===== src/rtl/pad_pkg.sv =====
// rtl/pad_pkg.sv - shared constants, FSM state type and popcount helper for pad_event_drain
package pad_pkg;
    localparam int N_PADS = 12;
    localparam int IDX_W  = 4;
    localparam int TS_W   = 16;

    typedef enum logic [1:0] {
        IDLE    = 2'd0,
        SCAN    = 2'd1,
        PRESENT = 2'd2,
        CLEAR   = 2'd3
    } state_e;

    // Popcount clamped to N_PADS so the count can never wrap in IDX_W bits.
    function automatic logic [IDX_W-1:0] sat_popcount(input logic [N_PADS-1:0] v);
        int n;
        n = 0;
        for (int i = 0; i < N_PADS; i++) begin
            n += int'(v[i]);
        end
        if (n > N_PADS) begin
            n = N_PADS;
        end
        return IDX_W'(n);
    endfunction
endpackage


===== src/rtl/pad_event_drain_if.sv =====
// rtl/pad_event_drain_if.sv - pad-index event stream; carries ev_ts only when EV_TIMESTAMP_EN is defined
interface pad_event_drain_if;
    import pad_pkg::*;

    logic             ev_valid;
    logic             ev_ready;
    logic [IDX_W-1:0] ev_idx;
`ifdef EV_TIMESTAMP_EN
    logic [TS_W-1:0]  ev_ts;

    modport master (output ev_valid, output ev_idx, output ev_ts, input ev_ready);
    modport slave  (input ev_valid, input ev_idx, input ev_ts, output ev_ready);
`else
    modport master (output ev_valid, output ev_idx, input ev_ready);
    modport slave  (input ev_valid, input ev_idx, output ev_ready);
`endif
endinterface


===== src/rtl/rr_priority_pick.sv =====
// rtl/rr_priority_pick.sv - combinational round-robin pick of the first set bit at or after start_i
module rr_priority_pick
    import pad_pkg::*;
(
    input  logic [N_PADS-1:0] pending_i,
    input  logic [IDX_W-1:0]  start_i,
    output logic              found_o,
    output logic [IDX_W-1:0]  idx_o
);
    localparam int SW = IDX_W + 1;

    logic [SW-1:0]    sum;
    logic [IDX_W-1:0] pos;

    // Walk offsets from far to near so the nearest set bit is the last one written.
    always_comb begin
        found_o = 1'b0;
        idx_o   = '0;
        sum     = '0;
        pos     = '0;
        for (int k = N_PADS - 1; k >= 0; k--) begin
            sum = {1'b0, start_i} + SW'(k);
            if (sum >= SW'(N_PADS)) begin
                sum = sum - SW'(N_PADS);
            end
            pos = sum[IDX_W-1:0];
            if (pending_i[pos]) begin
                found_o = 1'b1;
                idx_o   = pos;
            end
        end
    end
endmodule


===== src/rtl/pad_event_drain.sv =====
// rtl/pad_event_drain.sv - drains sticky pad-hit bits into one-at-a-time index events with clear pulses
// Optional: EV_TIMESTAMP_EN adds a free-running cycle counter captured into ev_ts per event.
module pad_event_drain
    import pad_pkg::*;
(
    input  logic                clk_i,
    input  logic                rst_ni,
    input  logic [N_PADS-1:0]   hit_vec_i,
    output logic [N_PADS-1:0]   clr_mask_o,
    output logic [IDX_W-1:0]    pending_cnt_o,
    pad_event_drain_if.master   ev_o
);
    state_e            state_q, state_d;
    logic [IDX_W-1:0]  ev_idx_q, ev_idx_d;
    logic [IDX_W-1:0]  last_ptr_q, last_ptr_d;
    logic [N_PADS-1:0] clr_mask_q, clr_mask_d;
    logic [N_PADS-1:0] clr_hold_q;
    logic [IDX_W-1:0]  pending_cnt_q;

    logic [N_PADS-1:0] pending;
    logic [IDX_W-1:0]  start_ptr;
    logic              pick_found;
    logic [IDX_W-1:0]  pick_idx;

    // A clear still in flight to the accumulator must not be served again.
    assign pending   = hit_vec_i & ~clr_hold_q;
    assign start_ptr = (last_ptr_q == IDX_W'(N_PADS - 1)) ? '0 : last_ptr_q + IDX_W'(1);

    rr_priority_pick u_pick (
        .pending_i (pending),
        .start_i   (start_ptr),
        .found_o   (pick_found),
        .idx_o     (pick_idx)
    );

`ifdef EV_TIMESTAMP_EN
    logic [TS_W-1:0] ts_cnt_q;
    logic [TS_W-1:0] ev_ts_q, ev_ts_d;
`endif

    always_comb begin
        state_d    = state_q;
        ev_idx_d   = ev_idx_q;
        last_ptr_d = last_ptr_q;
        clr_mask_d = '0;
`ifdef EV_TIMESTAMP_EN
        ev_ts_d    = ev_ts_q;
`endif
        case (state_q)
            IDLE: begin
                if (|pending) begin
                    state_d = SCAN;
                end
            end
            SCAN: begin
                if (pick_found) begin
                    ev_idx_d = pick_idx;
`ifdef EV_TIMESTAMP_EN
                    ev_ts_d  = ts_cnt_q;
`endif
                    state_d  = PRESENT;
                end else begin
                    state_d  = IDLE;
                end
            end
            PRESENT: begin
                if (ev_o.ev_ready) begin
                    clr_mask_d = N_PADS'(1) << ev_idx_q;
                    last_ptr_d = ev_idx_q;
                    state_d    = CLEAR;
                end
            end
            CLEAR:   state_d = IDLE;
            default: state_d = IDLE;
        endcase
    end

    always_ff @(posedge clk_i or negedge rst_ni) begin
        if (!rst_ni) begin
            state_q       <= IDLE;
            ev_idx_q      <= '0;
            last_ptr_q    <= IDX_W'(N_PADS - 1);
            clr_mask_q    <= '0;
            clr_hold_q    <= '0;
            pending_cnt_q <= '0;
        end else begin
            state_q       <= state_d;
            ev_idx_q      <= ev_idx_d;
            last_ptr_q    <= last_ptr_d;
            clr_mask_q    <= clr_mask_d;
            clr_hold_q    <= clr_mask_q;
            pending_cnt_q <= sat_popcount(pending);
        end
    end

`ifdef EV_TIMESTAMP_EN
    always_ff @(posedge clk_i or negedge rst_ni) begin
        if (!rst_ni) begin
            ts_cnt_q <= '0;
            ev_ts_q  <= '0;
        end else begin
            ts_cnt_q <= ts_cnt_q + TS_W'(1);
            ev_ts_q  <= ev_ts_d;
        end
    end

    assign ev_o.ev_ts = ev_ts_q;
`endif

    assign ev_o.ev_valid = (state_q == PRESENT);
    assign ev_o.ev_idx   = ev_idx_q;
    assign clr_mask_o    = clr_mask_q;
    assign pending_cnt_o = pending_cnt_q;
endmodule


===== src/flat_wrapper.sv =====
// flat-port wrapper written by rule: the top's interface ports become plain ports
module pad_event_drain_flat import pad_pkg::*;
  (clk_i, rst_ni, hit_vec_i, clr_mask_o, pending_cnt_o, ev_o_ev_valid, ev_o_ev_idx, ev_o_ev_ready);
  pad_event_drain_if ev_o_i ();
  input  logic clk_i;
  input  logic rst_ni;
  input  logic [N_PADS-1:0] hit_vec_i;
  output logic [N_PADS-1:0] clr_mask_o;
  output logic [IDX_W-1:0] pending_cnt_o;
  output wire logic [$bits(ev_o_i.ev_valid)-1:0] ev_o_ev_valid;
  output wire logic [$bits(ev_o_i.ev_idx)-1:0] ev_o_ev_idx;
  input wire logic [$bits(ev_o_i.ev_ready)-1:0] ev_o_ev_ready;
  assign ev_o_ev_valid = ev_o_i.ev_valid;
  assign ev_o_ev_idx = ev_o_i.ev_idx;
  assign ev_o_i.ev_ready = ev_o_ev_ready;
  pad_event_drain u_core (.clk_i(clk_i), .rst_ni(rst_ni), .hit_vec_i(hit_vec_i), .clr_mask_o(clr_mask_o), .pending_cnt_o(pending_cnt_o), .ev_o(ev_o_i));
endmodule

===== config.mk =====
export PLATFORM = sky130hd
export DESIGN_NAME = pad_event_drain_flat
export DESIGN_NICKNAME = d
export VERILOG_FILES = /design/src/rtl/pad_pkg.sv /design/src/rtl/pad_event_drain_if.sv /design/src/rtl/rr_priority_pick.sv /design/src/rtl/pad_event_drain.sv /design/src/flat_wrapper.sv
export SDC_FILE = /design/constraint.sdc
export NUM_CORES = 1
export LEC_CHECK = 0
export ABC_AREA = 1
export CAP_MARGIN = 30
export CELL_PAD_IN_SITES_DETAIL_PLACEMENT = 0
export CELL_PAD_IN_SITES_GLOBAL_PLACEMENT = 1
export CORE_UTILIZATION = 42
export CTS_CLUSTER_DIAMETER = 50
export DETAILED_ROUTE_END_ITERATION = 7
export GPL_TIMING_DRIVEN = 0
export MAX_ROUTING_LAYER = met4
export PLACE_DENSITY = 0.81
export RECOVER_POWER = 100
export SLEW_MARGIN = 20
export SYNTH_ARGS = -nofsm -noshare
export SYNTH_HDL_FRONTEND = slang
export SYNTH_SLANG_ARGS = --single-unit

===== constraint.sdc =====
create_clock -name clk_i -period 4.7 [get_ports clk_i]
set_clock_uncertainty 0.15 [all_clocks]
set_input_delay 0.47 -clock clk_i [delete_from_list [all_inputs] [get_ports clk_i]]
set_output_delay 0.47 -clock clk_i [all_outputs]
set_load 0.005 [all_outputs]

Word-level counts from Yosys, hierarchy flattened

Index checks and enable logic that the tools add are counted.

Add/sub/neg operators: 35
Bitwise gates (word level): 2
Shift operators: 1
Multiplexer cells: 68
Reductions and logical operators: 5
$lt $le $gt $ge: 25
Equal/unequal tests: 6

Operators with widths:

| operator             | number |
|---|---|
| $add 32x2->32        | 10 |
| $mux 4               | 26 |
| $lt 4x5->1 const B   | 12 |
| $ge 5x4->1 const B   | 11 |
| $bmux 1 s4           | 12 |
| $sub 4x4->4 const B  | 12 |
| $gt 32x5->1 const B  | 1 |
| $mux 1               | 24 |
| $mux 12              | 2 |
| $add 4x3->5 const B  | 4 |
| $add 4x4->5 const B  | 4 |
| $and 12x12->12       | 1 |
| $not 12->12          | 1 |
| $reduce_or 12->1     | 1 |
| $shl 1x4->12 const A | 1 |
| $add 4x2->5 const B  | 2 |
| $pmux 2 s4           | 1 |
| $mux 2               | 3 |
| $reduce_and 2->1     | 3 |
| $add 4x1->5 const B  | 1 |
| $add 4x1->4 const B  | 1 |
| $eq 2x2->1 const B   | 2 |
| $eq 4x4->1 const B   | 1 |
| $ge 4x4->1 const B   | 1 |
| 4 further kinds      | 5 |

Output and inout port bits: 21
Bits in registers: 38
Word-level logic and storage cells: 148
Input port bits: 15

Logic depth before layout (Yosys ltp)

Depth in word-level cells: 21
Depth in mapped cells: 39
Depth with buffers taken out: 38

Hierarchy

From an unflattened synthesis, not the netlist that was laid out.

Cells, all modules: 614
Area, all modules: 3917.5 um2

Modules (own cells, without submodules):

| module           | times used | cells each | area an instance (um2) | seq. area each (um2) |
|---|---|---|---|---|
| rr_priority_pick | 1          | 443        | 2219.6                 | 0.0 |
| pad_event_drain  | 1          | 171        | 1697.9                 | 954.7 |

Worst setup path before layout

OpenSTA, ideal clock, no wires.

Path type: register -> register
Start: reg u_core.last_ptr_q[0]
End: reg u_core.ev_idx_q[3] (netlist: u_core.ev_o.ev_idx[3])
Period minus slack after synthesis: 4.089 ns
Library setup time: 0.117 ns
Setup slack: 0.611 ns
Stages on the path, launching flop included: 39
Buffers on the path: 0
Required time: 4.433 ns
Arrival time: 3.823 ns
Cells stage by stage: dfstp_2 > ha_1 > xor2_1 > nand2_4 > inv_1 > ha_1 > inv_1 > nor2_2 > xnor2_1 > inv_1 > ha_1 > nand2_1 > nand2_1 > inv_1 > nand2_1 > inv_1 > nand2_4 > nand2_2 > (+3 left out) > nand2_1 > nand2_1 > nand2_1 > nand2_1 > nand2_1 > nand2_1 > nand2_1 > nand2_1 > nand2_1 > nand2_1 > nand2_1 > nand2_1 > nand2_1 > nand2_1 > nand2_1 > nand2_1 > nand2_1 > nand2_1

Longest elaborated chain between the ends: 20
Elaborated cells between the ends (all ways): 99

RTL lines:

| item                                      | line                                           | text |
|---|---|---|
| start, declared                           | pad_event_drain.sv:15                          | `logic [IDX_W-1:0] last_ptr_q, last_ptr_d;` |
| start signal, assigned                    | pad_event_drain.sv:82                          | `last_ptr_q <= IDX_W'(N_PADS - 1);` |
| start signal, assigned                    | pad_event_drain.sv:89                          | `last_ptr_q <= last_ptr_d;` |
| $add 4x1->4 or $eq 4x4->1 (tied branches) | pad_event_drain.sv:27                          | `assign start_ptr = (last_ptr_q == IDX_W'(N_PADS - 1)) ? '0 : last_ptr_q + IDX_W'(1);` |
| $mux 4 *                                  | pad_event_drain.sv:27                          |  |
| $add 4x4->5                               | rr_priority_pick.sv:22                         | `sum = {1'b0, start_i} + SW'(k);` |
| $sub 4x4->4 or $ge 5x4->1 (tied branches) | rr_priority_pick.sv:24, rr_priority_pick.sv:23 |  |
| $mux 4                                    | rr_priority_pick.sv:23                         | `if (sum >= SW'(N_PADS)) begin` |
| $bmux 1 s4                                | rr_priority_pick.sv:27                         | `if (pending_i[pos]) begin` |
| $mux 1 (implied by the code)              | rr_priority_pick.sv:27                         |  |
| $mux 1 (12 in series)                     | rr_priority_pick.sv:27                         |  |
| $reduce_and 2->1 (no source line)         | n/a                                            |  |
| end signal, assigned                      | pad_event_drain.sv:88                          | `ev_idx_q <= ev_idx_d;` |
| end, declared                             | pad_event_drain.sv:14                          | `logic [IDX_W-1:0] ev_idx_q, ev_idx_d;` |

Every way passes the cells marked *; elsewhere a longest branch is shown, timed or not. The select of a mux whose other input is x is not followed.
A chain may end at the register's enable or synchronous reset.

Worst setup path after layout

Start: reg u_core.last_ptr_q[0]
End: reg u_core.ev_idx_q[0] (netlist: u_core.ev_o.ev_idx[0])

Same word-level chain as after synthesis.

==> summary.md <==
| Metric | Value |
|---|---|
| Status | `finished, final reports clean` |
| Cell count after synthesis | `approximately 560` |
| Share of post-route cells with drive strength above 1 | `about 14%` |
| Top FF cell, synth | `dfrtp_1` |
| Max Freq | `approximately 230 MHz` |
| H-tree depth | `2` |
| Sequential area share after synthesis | `25.30%` |
| FFs w/ async S/R, synth | `100.0%` |
| Remaining Overflow, GRT | `0` |
| Hpwl dp | `between 8000 and 9000 um` |
| Count of final hold-check violations | `0` |
| Max capacitance violation total | `0` |
| Min cycle time layout | `approximately 4.4 ns` |
| Total track usage | `between 20% and 30%` |
| Design Area, Final | `4589 um2` |
| Initial Utilization | `a little over two fifths` |
| Post-route DRC | `0` |
| Final Max Slew Viols | `0` |
| RSZ-0062 raised after global routing | `false` |
| First-pass GRT wire length | `between 15000 and 20000 um` |
| Clk slew on worst S/H paths | `roughly 0.08 ns` |
| Crit-path max FO | `10` |
| Critical path arrival | `around 4.5 ns` |
| Worst setup SP type | `flip-flop` |
| CTS tree | `yes` |
| Die ar. | `9368 um2` |
| Slowest stage delay, CP | `about 0.63 ns` |
| Post-Place Cell Area | `between 4000 and 5000 um2` |
| Syn_nets | `612` |
| Die Wd | `slightly below 100 um` |
| DR iter-0 viols | `roughly 340` |
| Clock Tree Buf Depth | `2` |
| Synth area leader | `dfrtp_1` |
| CP Class | `flip-flop to flip-flop` |
| Core area | `just under 9000 um2` |
| Nets | `between 600 and 700` |
| Required @ worst endpoint | `4.77 ns` |
| Rel. slew slack | `under 10%` |
| Setup Viol. Count Final | `0` |
| Area grow syn2layout | `21.62%` |
| # IOs | `36` |
| Wire per inst | `between 10 and 15 um` |
| Period utilization | `between 90% and 100%` |
| Seq cells post-synth | `38` |
| Crit-path slowest cell | `dfstp_2` |
| Number of iterations in the first detailed-routing pass | `6` |
| IO buf count | `35` |
| Initial antenna violation count | `0` |
| Post-route ant nets | `0` |
| Synth Warn # | `0` |
| Area of the multi-input gates | `~2500 um2` |
| RD Place Congestion | `0.8902` |
| Critical Path End Type | `flip-flop` |
| Total routed wirelength | `between 10000 and 15000 um` |
| Fillers | `around 900` |
| Register area | `954.7 um2` |
| CTS Sinks | `38` |
| Routed vias | `3745` |
| Area contributors post-synth | `dfrtp_1, nand2_1, ha_1` |
| Syn_area_per_cell | `6.703 um2` |
| Antenna cell count | `0` |
| Vias in the first global route | `about 3600` |
| # rows | `34` |
| CTS root buf | `clkbuf_8` |
| Share of the synthesized area in the top cell type | `between 20% and 30%` |
| EDFF count, synth | `0` |
| Vias per inst | `5.137` |
| Clock Latency Late Sink | `between 0.2 and 0.3 ns` |
| Die Height | `slightly below 100 um` |
| Largest net degree at the start of global routing | `27` |
| Netlist cell types | `43` |
| Num CTS Buffers | `5` |
| Worst-Margin Slew | `around 1.4 ns` |
| Worst Hold Class | `flip-flop to flip-flop` |
| Synthesized cell area | `approximately 3800 um2` |
cells in the final DEF (no fill, tap or decap), types with 2 or more instances in the layout:
master / n
xor2_1: 8
nand3_4: 3
nor2_1: 39
dlygate4sd3_1: 22
nand3b_1: 4
a21oi_1: 24
buf_6: 2
nand2_4: 3
a21oi_2: 2
o21ai_0: 20
inv_1: 83
clkbuf_8: 6
a31oi_1: 4
nor3_1: 6
inv_2: 11
dfstp_2: 3
nand2_2: 16
fa_1: 7
o211ai_1: 6
nand3_1: 47
ha_1: 24
clkdlybuf4s50_1: 13
buf_4: 16
o21ai_2: 2
ha_4: 2
clkbuf_1: 4
o21ai_1: 14
nand4_1: 6
nor2_2: 7
dfrtp_1: 35
nand2_1: 156
stage by stage:
stage	cells	worst slack (ns)	hold WS, ns	utilization (%)	setup TNS [ns]
floorplan	563	0.6108	0.02441	-	0
global placement	706	0.02852	0.2079	48.84	0
detailed placement	707	-0.06613	0.2190	49.01	-0.3318
CTS	716	0.04391	0.2298	50.66	0
global route	729	0.01157	0.2402	52.63	0
finish	729	0.2676	0.2220	52.63	0
final cells by class:
| type | count | area share (%) |
|---|---|---|
| Tap cell | 108 | 2.944 |
| Sequential cell | 38 | 20.80 |
| Multi-Input combinational cell | 422 | 54.63 |
| Timing Repair Buffer | 50 | 9.924 |
| Clock inverter | 1 | 0.6543 |
| Buffer | 7 | 1.172 |
| Inverter | 96 | 7.988 |
| Clock buffer | 7 | 1.881 |
worst max-delay path: cells and delay by family (launching register included):
kind            cells  cell delay, ns
simple gates       17            1.53
compound gates      4            0.84
flops               1            0.63
fa+ha+maj           3            0.62
buf+inv             5            0.57
kinds of logic after synthesis:
kind of cell / Yosys count / share of synthesized area (%)
compound gates: 82 / 12.73
buf+inv: 103 / 10.81
simple gates: 294 / 35.48
flops: 38 / 25.30
xor+xnor: 11 / 2.752
mux: 1 / 0.2653
fa+ha+maj: 34 / 12.67
per-layer routing:
layer,GRT usage (%),share of wire (%),vias up
li1,-,-,1916
met1,34.67,51,1752
met2,39.54,45,73
met3,2.384,4.1,4
met4,0.6889,0.15,0
met5,-,0,-
state kept, by name, indices dropped and copies added, names as in the netlist, named ones only:
signal,cells
u_core.clr_hold_q,12
u_core.clr_mask_o,12
u_core.ev_o.ev_idx,4
u_core.last_ptr_q,4
u_core.pending_cnt_o,4
u_core.state_q,1
cells in the mapped netlist (all sizes together), types with 7 or more instances:
library cell / instances
nand2: 176
inv: 96
nand3: 51
nor2: 47
o21ai: 36
dfrtp: 35
a21oi: 27
ha: 27
xor2: 10
fa: 7
nor3: 7
path summary, 6_finish.rpt:
| path | cells after the start | end | from | slack, ns |
|---|---|---|---|---|
| max | 29 | u_core.ev_o.ev_idx[0]$_DFFE_PN0P_ | u_core.last_ptr_q[0]$_DFFE_PN1P_ | 0.27 |
| max reg2reg | 29 | u_core.ev_o.ev_idx[0]$_DFFE_PN0P_ | u_core.last_ptr_q[0]$_DFFE_PN1P_ | 0.27 |
| min reg2reg | 0 | u_core.clr_hold_q[0]$_DFF_PN0_ | u_core.clr_mask_o[0]$_DFF_PN0_ | 0.22 |
| min | 0 | u_core.clr_hold_q[0]$_DFF_PN0_ | u_core.clr_mask_o[0]$_DFF_PN0_ | 0.22 |
| max in group asynchronous | 3 | u_core.clr_mask_o[6]$_DFF_PN0_ | rst_ni | 2.11 |
| min in group asynchronous | 2 | u_core.ev_o.ev_idx[0]$_DFFE_PN0P_ | rst_ni | 0.58 |
timing repair:
item                                    CTS  global route
endpoints found under the setup margin    4             5
gates resized for setup                   3            19
pin swaps                                 0             4
buffers inserted                          0            13
hold endpoints to repair                 10             0
hold buffers                              1             0
Power is left out: the tool's default activity adds up to more than one toggle a clock period on the data nets, which glitch-free logic cannot reach.
==> variant (same flow settings) <==
Remove the register `pending_cnt_q`: a continuous assignment takes its place, so the output `pending_cnt_o` follows one clock earlier.
--- a/src/rtl/pad_event_drain.sv
+++ b/src/rtl/pad_event_drain.sv
@@ -82,16 +82,16 @@
             last_ptr_q    <= IDX_W'(N_PADS - 1);
             clr_mask_q    <= '0;
             clr_hold_q    <= '0;
-            pending_cnt_q <= '0;
         end else begin
             state_q       <= state_d;
             ev_idx_q      <= ev_idx_d;
             last_ptr_q    <= last_ptr_d;
             clr_mask_q    <= clr_mask_d;
             clr_hold_q    <= clr_mask_q;
-            pending_cnt_q <= sat_popcount(pending);
         end
     end
+
+    assign pending_cnt_q = sat_popcount(pending);
 
 `ifdef EV_TIMESTAMP_EN
     always_ff @(posedge clk_i or negedge rst_ni) begin
Formal check against the unedited RTL: not equivalent (a bounded check fails within 4 cycles, from zero or initial values and one cycle with rst_ni low).
==> variant against the unedited design <==
- the flow now finishes with violations (max-capacitance violations, max-slew violations)
- wire length up 2.1%
- non-clock buffer count increased by 4
- setup slack lost 0.087 ns
- register-to-register slack improved by 0.03 ns
- sequential cell count decreased by 4
- cell area shrank 1.5%
- area after synthesis down 3.3%
Power is left out: the tool's default activity adds up to more than one toggle a clock period on the data nets, which glitch-free logic cannot reach.
==> variant: results (changes against the unedited design) <==
stage	metric	value	unit	change
synth	ys_types	39		-9.3%
synth	synth_area_leaders	dfrtp_1 21%, nand2_1 19%, ha_1 9.3%		
worst_hold_path	min_to	u_core.clr_hold_q[5]		
worst_hold_path	hold_start	u_core.clr_mask_o[5]		
run_status	outcome	finished with violations		
clock_network	insertion_delay	0.29	ns	
routing	viasPerCell	5.15		+0.31%
setup_path	critical_path_arrival	3.90	ns	-0.60 ns
placed_design	place_inst	706		-0.14%
sta	slew-limit-headroom	-12.1	%	-19 points
setup_path	worst-path-max-fanout	2		-8
routing	met1_length	5210	um	-3.8%
finish	drive_gt1_share	15.8	%	+1.3 points
synth	synth_flop_cell	dfrtp_1		
clock_network	cts_root_buffer	clkbuf_8		
setup_path	r2r_setup_slack	0.30	ns	+0.03 ns
clock_network	clk_pin_slew	0.07	ns	
sta	whs	0.222	ns	-0.000187 ns
clock_network	numCtsBuffers	5		unchanged
routing	maxUsedRoutingLayer	met4		
sta	final_max_slew_viol_count	35		+35
finish	fillCellCount	822		-7.8%
grt	grt_pass1_vias	3578		-1.8%
placed_design	io_buffers	35		unchanged
synth	yosysSeqAreaShare	23.4	%	-1.9 points
setup_path	r2r_start	u_core.last_ptr_q[0]		
worst_hold_path	hold_class	register to register		
grt	grt_pass1_wl	17900	um	about the same
placed_design	dp_hpwl	8810	um	+1.5%
clock_network	h-tree-depth	2		unchanged
clock_network	clockBufferDepth	2		unchanged
synth	postSynth.asyncResetShare	100	%	unchanged
synth	ys_warn_count	0		unchanged
run_status	violations	max-capacitance violations, max-slew violations		
synth	synth_nets	615		+0.49%
setup_path	r2r-end	u_core.ev_o.ev_idx[3]		
synth	synth_cells	566		+0.53%
grt	grtUsageTotal	26.8	%	+2.5 points
placed_design	place_ws	-0.837	ns	-0.771 ns
finish	nets	674		+0.75%
grt	antenna_found_initial	0		unchanged
finish	diodes	0		unchanged
routing	num_vias	3767		+0.59%
routing	drt-pass1-iter-count	5		-1
grt	grt_max_degree	35		+30%
synth	synthTopCellsByCount	180 x nand2_1, 82 x inv_1, 53 x nand3_1		
worst_hold_path	min_delay_path_depth	0		unchanged
placed_design	gp_congestion	0.903		+1.4%
setup_path	r2r_cells	26		-10%
routing	met3_length	566	um	+30%
routing	drtIter0Drc	269		-21%
job	cap_viol_max_count	1		+1
routing	wl_met2	4850	um	+0.19%
routing	avgRoutedWirePerCell	15.0	um	+1.9%
grt	gr-total-overflow	0		unchanged
## variant: changes by cell type after synthesis, moves of 3 or more
cell,before,now
dfrtp_1,35,31
nor2_2,8,2
nand3_1,47,53
nand2_2,14,9
buf_4,3,0
clkbuf_1,1,4
o211ai_1,6,1
o21ai_1,14,17
nand2_1,158,180
buf_6,1,5
inv_1,86,82
a21oi_1,24,21
## variant: worst max path at each step
stage / start / end / slack, ns / cells after the start
after detailed placement: hit_vec_i[0] / pending_cnt_o[1] / -0.84 / 16
final: u_core.clr_hold_q[1] / pending_cnt_o[0] / 0.18 / 14
after global placement: hit_vec_i[0] / pending_cnt_o[1] / -0.79 / 16
after floorplan: hit_vec_i[0] / pending_cnt_o[0] / 0.38 / 15
after global routing: u_core.last_ptr_q[0] / u_core.ev_o.ev_idx[3] / -0.006 / 24
after CTS: hit_vec_i[4] / pending_cnt_o[0] / 0.02 / 15
## variant: timing repair
action	in CTS	in global routing
buffers inserted	2	16
endpoints found under the setup margin	9	7
gates resized for setup	27	22
hold buffers	0	0
gates cloned	0	0
pin swaps	8	12
## variant: critical path, stage by stage, from the launching register on
cell and delay, ns:
dfrtp_1 0.41, nor2_4 0.15, inv_2 0.07, ha_4 0.25
inv_1 0.04, fa_1 0.50, fa_1 0.52, fa_1 0.51
fa_2 0.35, inv_2 0.07, fa_2 0.43, inv_2 0.07
a21oi_2 0.05, nor2_1 0.08, clkbuf_2 0.11
## variant: cells by family (layout without fill, tap and decap cells)
group | count (synthesis) | count (layout) | share of synthesized area (%)
AOI/OAI and AO/OA | 77 | 77 | 12.0
xor gates and xnor gates | 11 | 11 | 3.05
and+or+nand+nor | 308 | 308 | 36.9
buffers and inverters | 102 | 162 | 11.5
DFF | 34 | 34 | 23.4
adders and majority gates | 34 | 34 | 13.1
## variant: final cells by class
| class | count | area share (%) |
|---|---|---|
| inverter | 93 | 7.81 |
| timing repair buffer | 53 | 10.3 |
| sequential | 34 | 18.9 |
| buffer | 8 | 1.49 |
| clock buffer | 5 | 1.52 |
| multi-input combinational | 430 | 55.5 |
| tap | 105 | 2.91 |
| clock inverter | 3 | 1.52 |
## variant: metrics by stage
step	area, um2	setup TNS [ns]	util [%]
4_1_cts	4330	0	52.1
3_3_place_gp	4130	-2.89	49.8
5_1_grt	4520	-0.0120	54.5
6_report	4520	0	54.5
2_1_floorplan	3650	0	-
3_5_place_dp	4120	-3.47	49.7
## variant: per-layer routing
layer | global-route usage (%) | vias to the layer above
li1 | - | 1916
met1 | 36.2 | 1747
met2 | 40.4 | 83
met3 | 4.70 | 21
met4 | 8.84 | 0
met5 | - | -
